`src/rtl/imem_loader.sv`:
```
// Boot-time instruction memory loader: takes a length/payload/checksum byte frame,
// writes the payload to memory from byte address 0 and keeps the core in reset until a verified load.
module imem_loader #(
  parameter int DEPTH  = 16,
  parameter int ADDR_W = 32
) (
  input  logic              clk,
  input  logic              rst_n,
  input  logic              start,
  input  logic              in_valid,
  input  logic [7:0]        in_data,
  output logic              in_ready,
  output logic              mem_we,
  output logic [ADDR_W-1:0] mem_addr,
  output logic [7:0]        mem_wdata,
  output logic              cpu_hold,
  output logic              busy,
  output logic              done,
  output logic              err,
  output logic [2:0]        state_dbg
);

  localparam int CW = $clog2(DEPTH + 1);

  typedef enum logic [2:0] {
    IDLE = 3'd0,
    LEN  = 3'd1,
    DATA = 3'd2,
    CSUM = 3'd3,
    DONE = 3'd4,
    ERR  = 3'd5
  } state_t;

  state_t        state;
  logic [7:0]    n_words;
  logic [CW-1:0] cnt;
  logic [7:0]    acc;
  logic [9:0]    byte_total;
  logic          last_byte;
  logic          len_bad;
  logic          xfer;

  // Handshake: a byte moves on a rising edge where in_valid && in_ready; in_ready
  // is a pure function of the state register, and the source must hold in_data until taken.
  assign xfer       = in_valid && in_ready;
  assign byte_total = {n_words, 2'b00};
  assign last_byte  = (32'(cnt) == 32'(byte_total) - 32'd1);
  assign len_bad    = (in_data == 8'd0) || (32'(in_data) > DEPTH / 4);
  assign state_dbg  = state;

  always_ff @(posedge clk or negedge rst_n) begin
    if (!rst_n) begin
      state     <= IDLE;
      n_words   <= 8'd0;
      cnt       <= '0;
      acc       <= 8'd0;
      in_ready  <= 1'b0;
      mem_we    <= 1'b0;
      mem_addr  <= '0;
      mem_wdata <= 8'd0;
      cpu_hold  <= 1'b1;
      busy      <= 1'b0;
      done      <= 1'b0;
      err       <= 1'b0;
    end else begin
      mem_we <= 1'b0;
      case (state)
        IDLE: begin
          if (start) begin
            state    <= LEN;
            in_ready <= 1'b1;
            busy     <= 1'b1;
          end
        end
        LEN: begin
          if (xfer) begin
            n_words <= in_data;
            if (len_bad) begin
              state    <= ERR;
              err      <= 1'b1;
              in_ready <= 1'b0;
              busy     <= 1'b0;
            end else begin
              state <= DATA;
              cnt   <= '0;
              acc   <= 8'd0;
            end
          end
        end
        DATA: begin
          if (xfer) begin
            mem_we    <= 1'b1;
            mem_addr  <= ADDR_W'(cnt);
            mem_wdata <= in_data;
            acc       <= acc ^ in_data;
            cnt       <= cnt + 1'b1;
            if (last_byte) state <= CSUM;
          end
        end
        CSUM: begin
          if (xfer) begin
            in_ready <= 1'b0;
            busy     <= 1'b0;
            if (in_data == acc) begin
              state    <= DONE;
              done     <= 1'b1;
              cpu_hold <= 1'b0;
            end else begin
              state <= ERR;
              err   <= 1'b1;
            end
          end
        end
        DONE, ERR: begin
          // Restart keeps memory contents; only status is cleared.
          if (start) begin
            state    <= LEN;
            in_ready <= 1'b1;
            busy     <= 1'b1;
            done     <= 1'b0;
            err      <= 1'b0;
            cpu_hold <= 1'b1;
          end
        end
        default: state <= IDLE;
      endcase
    end
  end

endmodule

```
`config.mk`:
```
export PLATFORM = sky130hd
export DESIGN_NAME = imem_loader
export DESIGN_NICKNAME = d
export VERILOG_FILES = /design/src/rtl/imem_loader.sv
export SDC_FILE = /design/constraint.sdc
export NUM_CORES = 1
export LEC_CHECK = 0
export BUFFER_PORTS_ARGS = -buffer_cell sky130_fd_sc_hd__buf_2
export CAP_MARGIN = 40
export CORE_MARGIN = 2
export CORE_UTILIZATION = 52
export DETAILED_ROUTE_END_ITERATION = 6
export PLACE_DENSITY = 0.79
export SLEW_MARGIN = 20
export SYNTH_ARGS = -nofsm -noshare
export SYNTH_HDL_FRONTEND = slang
export SYNTH_SLANG_ARGS = --single-unit
```
`constraint.sdc`:
```
create_clock -name clk -period 2.3 [get_ports clk]
set_input_delay 0.115 -clock clk [delete_from_list [all_inputs] [get_ports clk]]
set_output_delay 0.115 -clock clk [all_outputs]
set_load 0.005 [all_outputs]
```
==> run_results.csv, run 1 <==
group,metric,value,unit
global_routing,grt_pass1_vias,1551,
route,dr_total_vias,1648,
timing,tns,0,ps
worst_setup_path,startpoint_type,"register",
pwr,power.density,774.1,mW/mm^2
worst_setup_path,cpPeakStageDelay,600,ps
global_routing,overflow,0,
outcome,status,"finished, final reports clean",
worst_setup_path,arrival,2340,ps
route,drt-total-wl,4462,microns
timing,whs,38.85,ps
global_routing,use_met2,30.50,%
synthesis,synth_area,0.002293,sq mm
timing,maxSlewHeadroom,55.92,%
worst_setup_path,crit_fanout,4,
worst_setup_path,crit_type,"register to register",
clock_network,clk_latency,300,ps
global_routing,antenna_found_initial,0,
worst_setup_path,slowest_stage,"or4b_2",
floorplan,core_area,0.004294,sq mm
worst_setup_path,cp_cell_sequence,"ha_4, or4b_2, nor4_2, a211oi_1, a221oi_1, mux2i_1",
hold_path,worstHoldPathType,"input pin to register",
global_routing,grt.busiest_layer,"met2",
floorplan,chipHeight,70.41,microns
finish,diodes,0,
timing,worstMarginPinSlew,658.8,ps
worst_setup_path,cp-end-kind,"register",
synthesis,yosys-top-cells-area,"dfrtp_1 (45%), mux2_2 (11%), buf_4 (9.2%), a32o_1 (3.1%), xor2_1 (3.1%)",
clock_network,ctsHtreeMaxLevel,2,
global_routing,grt_max_degree,32,
finish,syn2layout_area_growth,12.87,%
pwr,p_total,2004,uW
synthesis,synth_top_area_cell,"dfrtp_1",
synthesis,ys_ff_latch,42,
timing,fmax,472.3,MHz
route,postRouteAntennaNets,0,
route,drt_iter0_drc,70,
pwr,p_leak,0.001251,uW
global_routing,met3_usage,4.329,%
synthesis,yosysWarnings,0,
global_routing,grt_pass1_wl,7327,microns
timing,setup_viol,0,
timing,fin_ws,182.5,ps
place,place_congestion,0.8364,
route,firstDrtPassIters,4,
timing,finalCritPeriodShare,92.07,%
finish,final_cell_mix,"dfrtp_1 (39), buf_2 (33), conb_1 (27), mux2_2 (22)",
synthesis,avgSynthCellArea,10.72,sq um
clock_network,cts_tree,"built",
place,dpl_cell_area,0.002441,sq mm
global_routing,grt_util_met1,24.13,%
route,vias_per_cell,5.368,
clock_network,cts_root_buf,"clkbuf_8",
timing,fin_skew,3.649,ps
floorplan,fp.dieW,70.41,microns
global_routing,grt_use_total,18.97,%
timing,slew_violations,0,
clock_network,clockBufferDepth,2,
place,dp_slack,114.2,ps
finish,final_common_cell,"dfrtp_1",
synthesis,yosysSeqAreaShare,45.88,%
synthesis,postSynthCellCount,214,
floorplan,start_util,53.41,%
timing,rsz0062_at_grt,"no",
finish,nets,268,
timing,period_minus_slack,2118,ps
pwr,vdd_drop_max,0.0004610,V
synthesis,ys_types,42,
job,maxCapViolCount,0,
place,io_buffers,33,
worst_setup_path,cp_data_required_time,2530,ps
floorplan,pin_count,61,
route,route.detailed.drc,0,
floorplan,rows,24,
route,wl_per_cell,14.53,microns
clock_network,path_clk_slew,80,ps
floorplan,die-area,0.004958,sq mm
clock_network,cts_buffers,5,
timing,hold_viol,0,
finish,fin_area,0.002589,sq mm
clock_network,cts_num_sinks,42,
synthesis,yosysTopAreaCellShare,44.74,%
place,dp_hpwl,3177,microns
finish,drive_above_1_share,31.37,%
[synth_stat cells (all sizes together)]
master   instances
a21o             2
clkbuf           5
a21oi            4
nand3b           3
nand2b           2
mux2            22
o2bb2ai          3
nand2            7
clkinv           1
dfrtp           41
or3b             1
xnor2            4
o21a             1
dfstp            1
nor3             3
a211o            1
a211oi           1
ha               2
o21bai           1
a31oi            1
inv             11
nor2            12
buf             30
nor4             2
a221oi           1
a22oi            1
a2111oi          2
conb             1
o32ai            1
a32o             7
a22o             2
o21ai           12
nand4            1
xor2             8
mux2i            3
nand3           12
or4              1
or4b             1
[timing repair]
item | CTS | global route
hold buffers | 1 | 0
endpoints found under the setup margin | 0 | 1
buffers inserted | 0 | 1
endpoints found under the hold margin | 11 | 0
resized for setup | 0 | 5
[critical path: cells and delay by family (launching register included)]
family                     cells  cell delay (ps)
adders and majority gates      1              150
AOI/OAI and AO/OA              2              380
muxes                          1              220
DFF                            1              420
and+or+nand+nor                2              880
[kinds of logic after synthesis]
kind of cell	after synthesis	synth area share [%]
other	1	0.1635
AND/OR/NAND/NOR	45	10.09
multiplexers	25	12.11
adder cells (fa/ha/maj)	2	1.091
buffers and inverters	47	12.66
XOR/XNOR	12	4.583
AO/OA/AOI/OAI	40	13.42
flip-flops	42	45.88
[area by class of cell]
| cell class | instances | area (sq um) |
|---|---|---|
| multi-input combinational | 151 | 1067 |
| clock buffer | 5 | 68.82 |
| timing repair buffer | 42 | 247.7 |
| inverter | 12 | 45.04 |
| tap | 52 | 65.06 |
| fill | 368 | 1705 |
| clock inverter | 3 | 40.04 |
| sequential | 42 | 1055 |
[metrics by stage]
| step | cells | utilization, % |
|---|---|---|
| CTS | 306 | 59.62 |
| global route | 307 | 60.29 |
| finish | 307 | 60.29 |
| floorplan | 240 | - |
| global placement | 296 | 56.38 |
| detailed placement | 297 | 56.85 |
[state kept, by name (all words and copies together) (netlist names)]
| signal | count |
|---|---|
| state_dbg | 3 |
| mem_wdata | 8 |
| cpu_hold | 1 |
| done | 1 |
| err | 1 |
| acc | 8 |
| cnt | 5 |
| mem_we | 1 |
| busy | 1 |
| mem_addr | 5 |
| n_words | 8 |
[where the power goes]
| part | total, uW | switching (uW) | internal, uW |
|---|---|---|---|
| logic | 470 | 238 | 231 |
| clock network | 573 | 254 | 319 |
| registers | 961 | 114 | 847 |
[worst paths after layout]
path	from	end	slack [ps]	cells after the start
setup / recovery	cnt[0]	state_dbg[0]	180	6
setup reg to reg	cnt[0]	state_dbg[0]	180	6
hold / removal	start	state_dbg[2]	40	2
hold reg to reg	cpu_hold	cpu_hold	490	2
max in group asynchronous	rst_n	cnt[1]	1590	3
min in group asynchronous	rst_n	busy	250	2
[layer usage]
metal  wire length [microns]  vias to the layer above
met5                       0                        -
met2                    2156                       58
met1                    1969                      798
met3                     254                        8
met4                      80                        0
li1                        -                      784
Note: power is estimated with default switching activity, not from simulation.
==> run 2, diff against run 1 <==
--- a/config.mk
+++ b/config.mk
@@ -10,6 +10,7 @@
 export CORE_MARGIN = 2
 export CORE_UTILIZATION = 52
 export DETAILED_ROUTE_END_ITERATION = 6
+export GPL_TIMING_DRIVEN = 0
 export PLACE_DENSITY = 0.79
 export SLEW_MARGIN = 20
 export SYNTH_ARGS = -nofsm -noshare
==> run 2 against run 1 <==
  * Sequential cell count unchanged
  * Wire length increased by 2.6%
  * Register-to-register slack worse by 30 ps
  * Via count rose by 5.5%
  * Critical path depth unchanged
  * Combinational power grew 12%
  * Clock-buffer cell count increased by 1
==> run_results.csv, run 2 (same netlist as run 1, synthesis figures left out) <==
group,metric,value,unit
worst_setup_path,r2r_slack,160,ps
worst_setup_path,slowest_stage,"or4b_2",
worst_setup_path,crit_family,"simple AND/OR/NAND/NOR gates",
pwr,vdd_drop_max,0.0004105,V
global_routing,grt_use_total,20.23,%
route,route.detailed.drc,0,
clock_network,ctsHtreeMaxLevel,2,
job,maxCapViolCount,0,
finish,drive_above_1_share,36.75,%
timing,fin_skew,6.148,ps
finish,final_common_cell,"dfrtp_1",
worst_setup_path,cp_cell_sequence,"ha_4, or4b_2, nor4_2, a211oi_1, a221oi_1, mux2i_1",
timing,worstMarginPinSlew,606.3,ps
clock_network,clk_latency,300,ps
clock_network,cts_tree,"built",
timing,maxSlewHeadroom,59.43,%
route,drt-total-wl,4580,microns
timing,setup_viol,0,
hold_path,min_from,"start",
pwr,p_comb_share,26.8,%
finish,final_cell_mix,"dfrtp_1 (39), buf_2 (34), buf_4 (28), conb_1 (27), mux2_2 (22)",
pwr,swShare,31.19,%
floorplan,die-area,0.004958,sq mm
clock_network,path_clk_slew,80,ps
finish,layoutNonFillerInstCount,335,
worst_setup_path,reg2reg_from,"cnt[0]",
pwr,power.density,706.9,mW/mm^2
floorplan,core_area,0.004294,sq mm
timing,hold_viol,0,
floorplan,fp.dieW,70.41,microns
worst_setup_path,startpoint_type,"register",
worst_setup_path,cpPeakStageDelay,610,ps
worst_setup_path,cp-end-kind,"register",
pwr,p_leak,0.001374,uW
worst_setup_path,r2r_end,"state_dbg[0]",
hold_path,holdPathEnd,"state_dbg[2]",
place,place_congestion,0.8370,
worst_setup_path,arrival,2360,ps
place,io_buffers,33,
route,postRouteAntennaNets,0,
hold_path,min_path_cells,2,
route,dr_total_vias,1738,
pwr,seq_power_share,48.0,%
route,wl_per_cell,13.67,microns
floorplan,rows,24,
route,drt_iter0_drc,92,
global_routing,grt_max_degree,30,
place,dp.cells,326,
worst_setup_path,r2r_cells,6,
timing,period_minus_slack,2145,ps
clock_network,cts_root_buf,"clkbuf_8",
outcome,status,"finished, final reports clean",
floorplan,pin_count,61,
worst_setup_path,worst-path-buf-inv,0,
finish,nets,296,
worst_setup_path,crit_fanout,4,
worst_setup_path,cp_data_required_time,2520,ps
floorplan,start_util,53.41,%
finish,diodes,0,
timing,fmax,466.3,MHz
clock_network,cts_buffers,5,
pwr,p_clk_share,25.2,%
timing,whs,47.31,ps
global_routing,grt_pass1_vias,1694,
pwr,p_switching,612.9,uW
global_routing,grt_pass1_wl,7879,microns
clock_network,clockBufferDepth,2,
global_routing,antenna_found_initial,0,
timing,finalCritPeriodShare,93.24,%
finish,reg.largest.list,"acc (8), mem_wdata (8), n_words (8)",
hold_path,worstHoldPathType,"input pin to register",
place,dp_hpwl,3410,microns
worst_setup_path,crit_type,"register to register",
floorplan,chipHeight,70.41,microns
timing,slew_violations,0,
pwr,internal-power,1352,uW
route,firstDrtPassIters,4,
global_routing,overflow,0,
finish,syn2layout_area_growth,21.22,%
route,vias_per_cell,5.188,
clock_network,cts_num_sinks,42,
-- run 2: cell types whose count changed in the layout (fill, tap and decap cells not counted) --
cell	before	now
buf_2	33	34
buf_4	7	28
buf_6	0	1
bufinv_16	1	0
clkbuf_1	0	5
clkbuf_8	5	6
clkinv_2	2	1
clkinvlp_4	0	1
nor2_1	11	10
nor2_2	1	0
nor2_4	0	2
-- run 2: worst max path at each step --
stage / start / endpoint / cells past startpoint
2_1_floorplan: cnt[0] / state_dbg[0] / 6
3_3_place_gp: state_dbg[1] / mem_addr[2] / 6
3_5_place_dp: state_dbg[1] / mem_addr[1] / 6
4_1_cts: cnt[0] / state_dbg[0] / 6
5_1_grt: cnt[0] / state_dbg[0] / 6
6_report: cnt[0] / state_dbg[0] / 6
-- run 2: what timing repair did --
| item | 4_1_cts | 5_1_grt |
|---|---|---|
| buffers inserted | 0 | 0 |
| cloned | 0 | 0 |
| endpoints found under the setup margin | 7 | 15 |
| resized for setup | 1 | 7 |
| endpoints found under the hold margin | 12 | 0 |
| hold buffers | 1 | 0 |
| pin swaps | 0 | 1 |
-- run 2: metal layers --
layer / vias up / track usage (%) / wire (microns)
li1: 843 / - / -
met1: 835 / 25.66 / 1936
met2: 56 / 33.44 / 2324
met3: 4 / 5.051 / 278
met4: 0 / 7.265 / 41
met5: - / 0 / 0
-- run 2: power by group through the flow --
stage,clock network [uW],logic (uW),registers [uW]
floorplan,0,377,933
detailed placement,0,518,955
global route,538,585,963
global placement,0,497,949
finish,496,526,943
CTS,508,521,940
-- run 2: cell type report --
| cell class | instances | area [sq um] |
|---|---|---|
| Timing Repair Buffer | 35 | 195.2 |
| Tap cell | 52 | 65.06 |
| Fill cell | 365 | 1514 |
| Multi-Input combinational cell | 151 | 1080 |
| Clock buffer | 6 | 82.58 |
| Inverter | 12 | 45.04 |
| Clock inverter | 2 | 12.51 |
| Buffer | 35 | 245.2 |
| Sequential cell | 42 | 1055 |
-- run 2: metrics by stage --
step	area (sq um)	utilization [%]	setup slack (ps)	setup TNS, ps	total power (uW)
2_1_floorplan	2391	-	278.6	0	1311
3_3_place_gp	2621	61.04	-71.63	-489.5	1445
3_5_place_dp	2641	61.51	-105.1	-704.3	1473
4_1_cts	2749	64.02	35.83	0	1969
5_1_grt	2780	64.74	-9.132	-9.132	2086
6_report	2780	64.74	155.4	0	1965
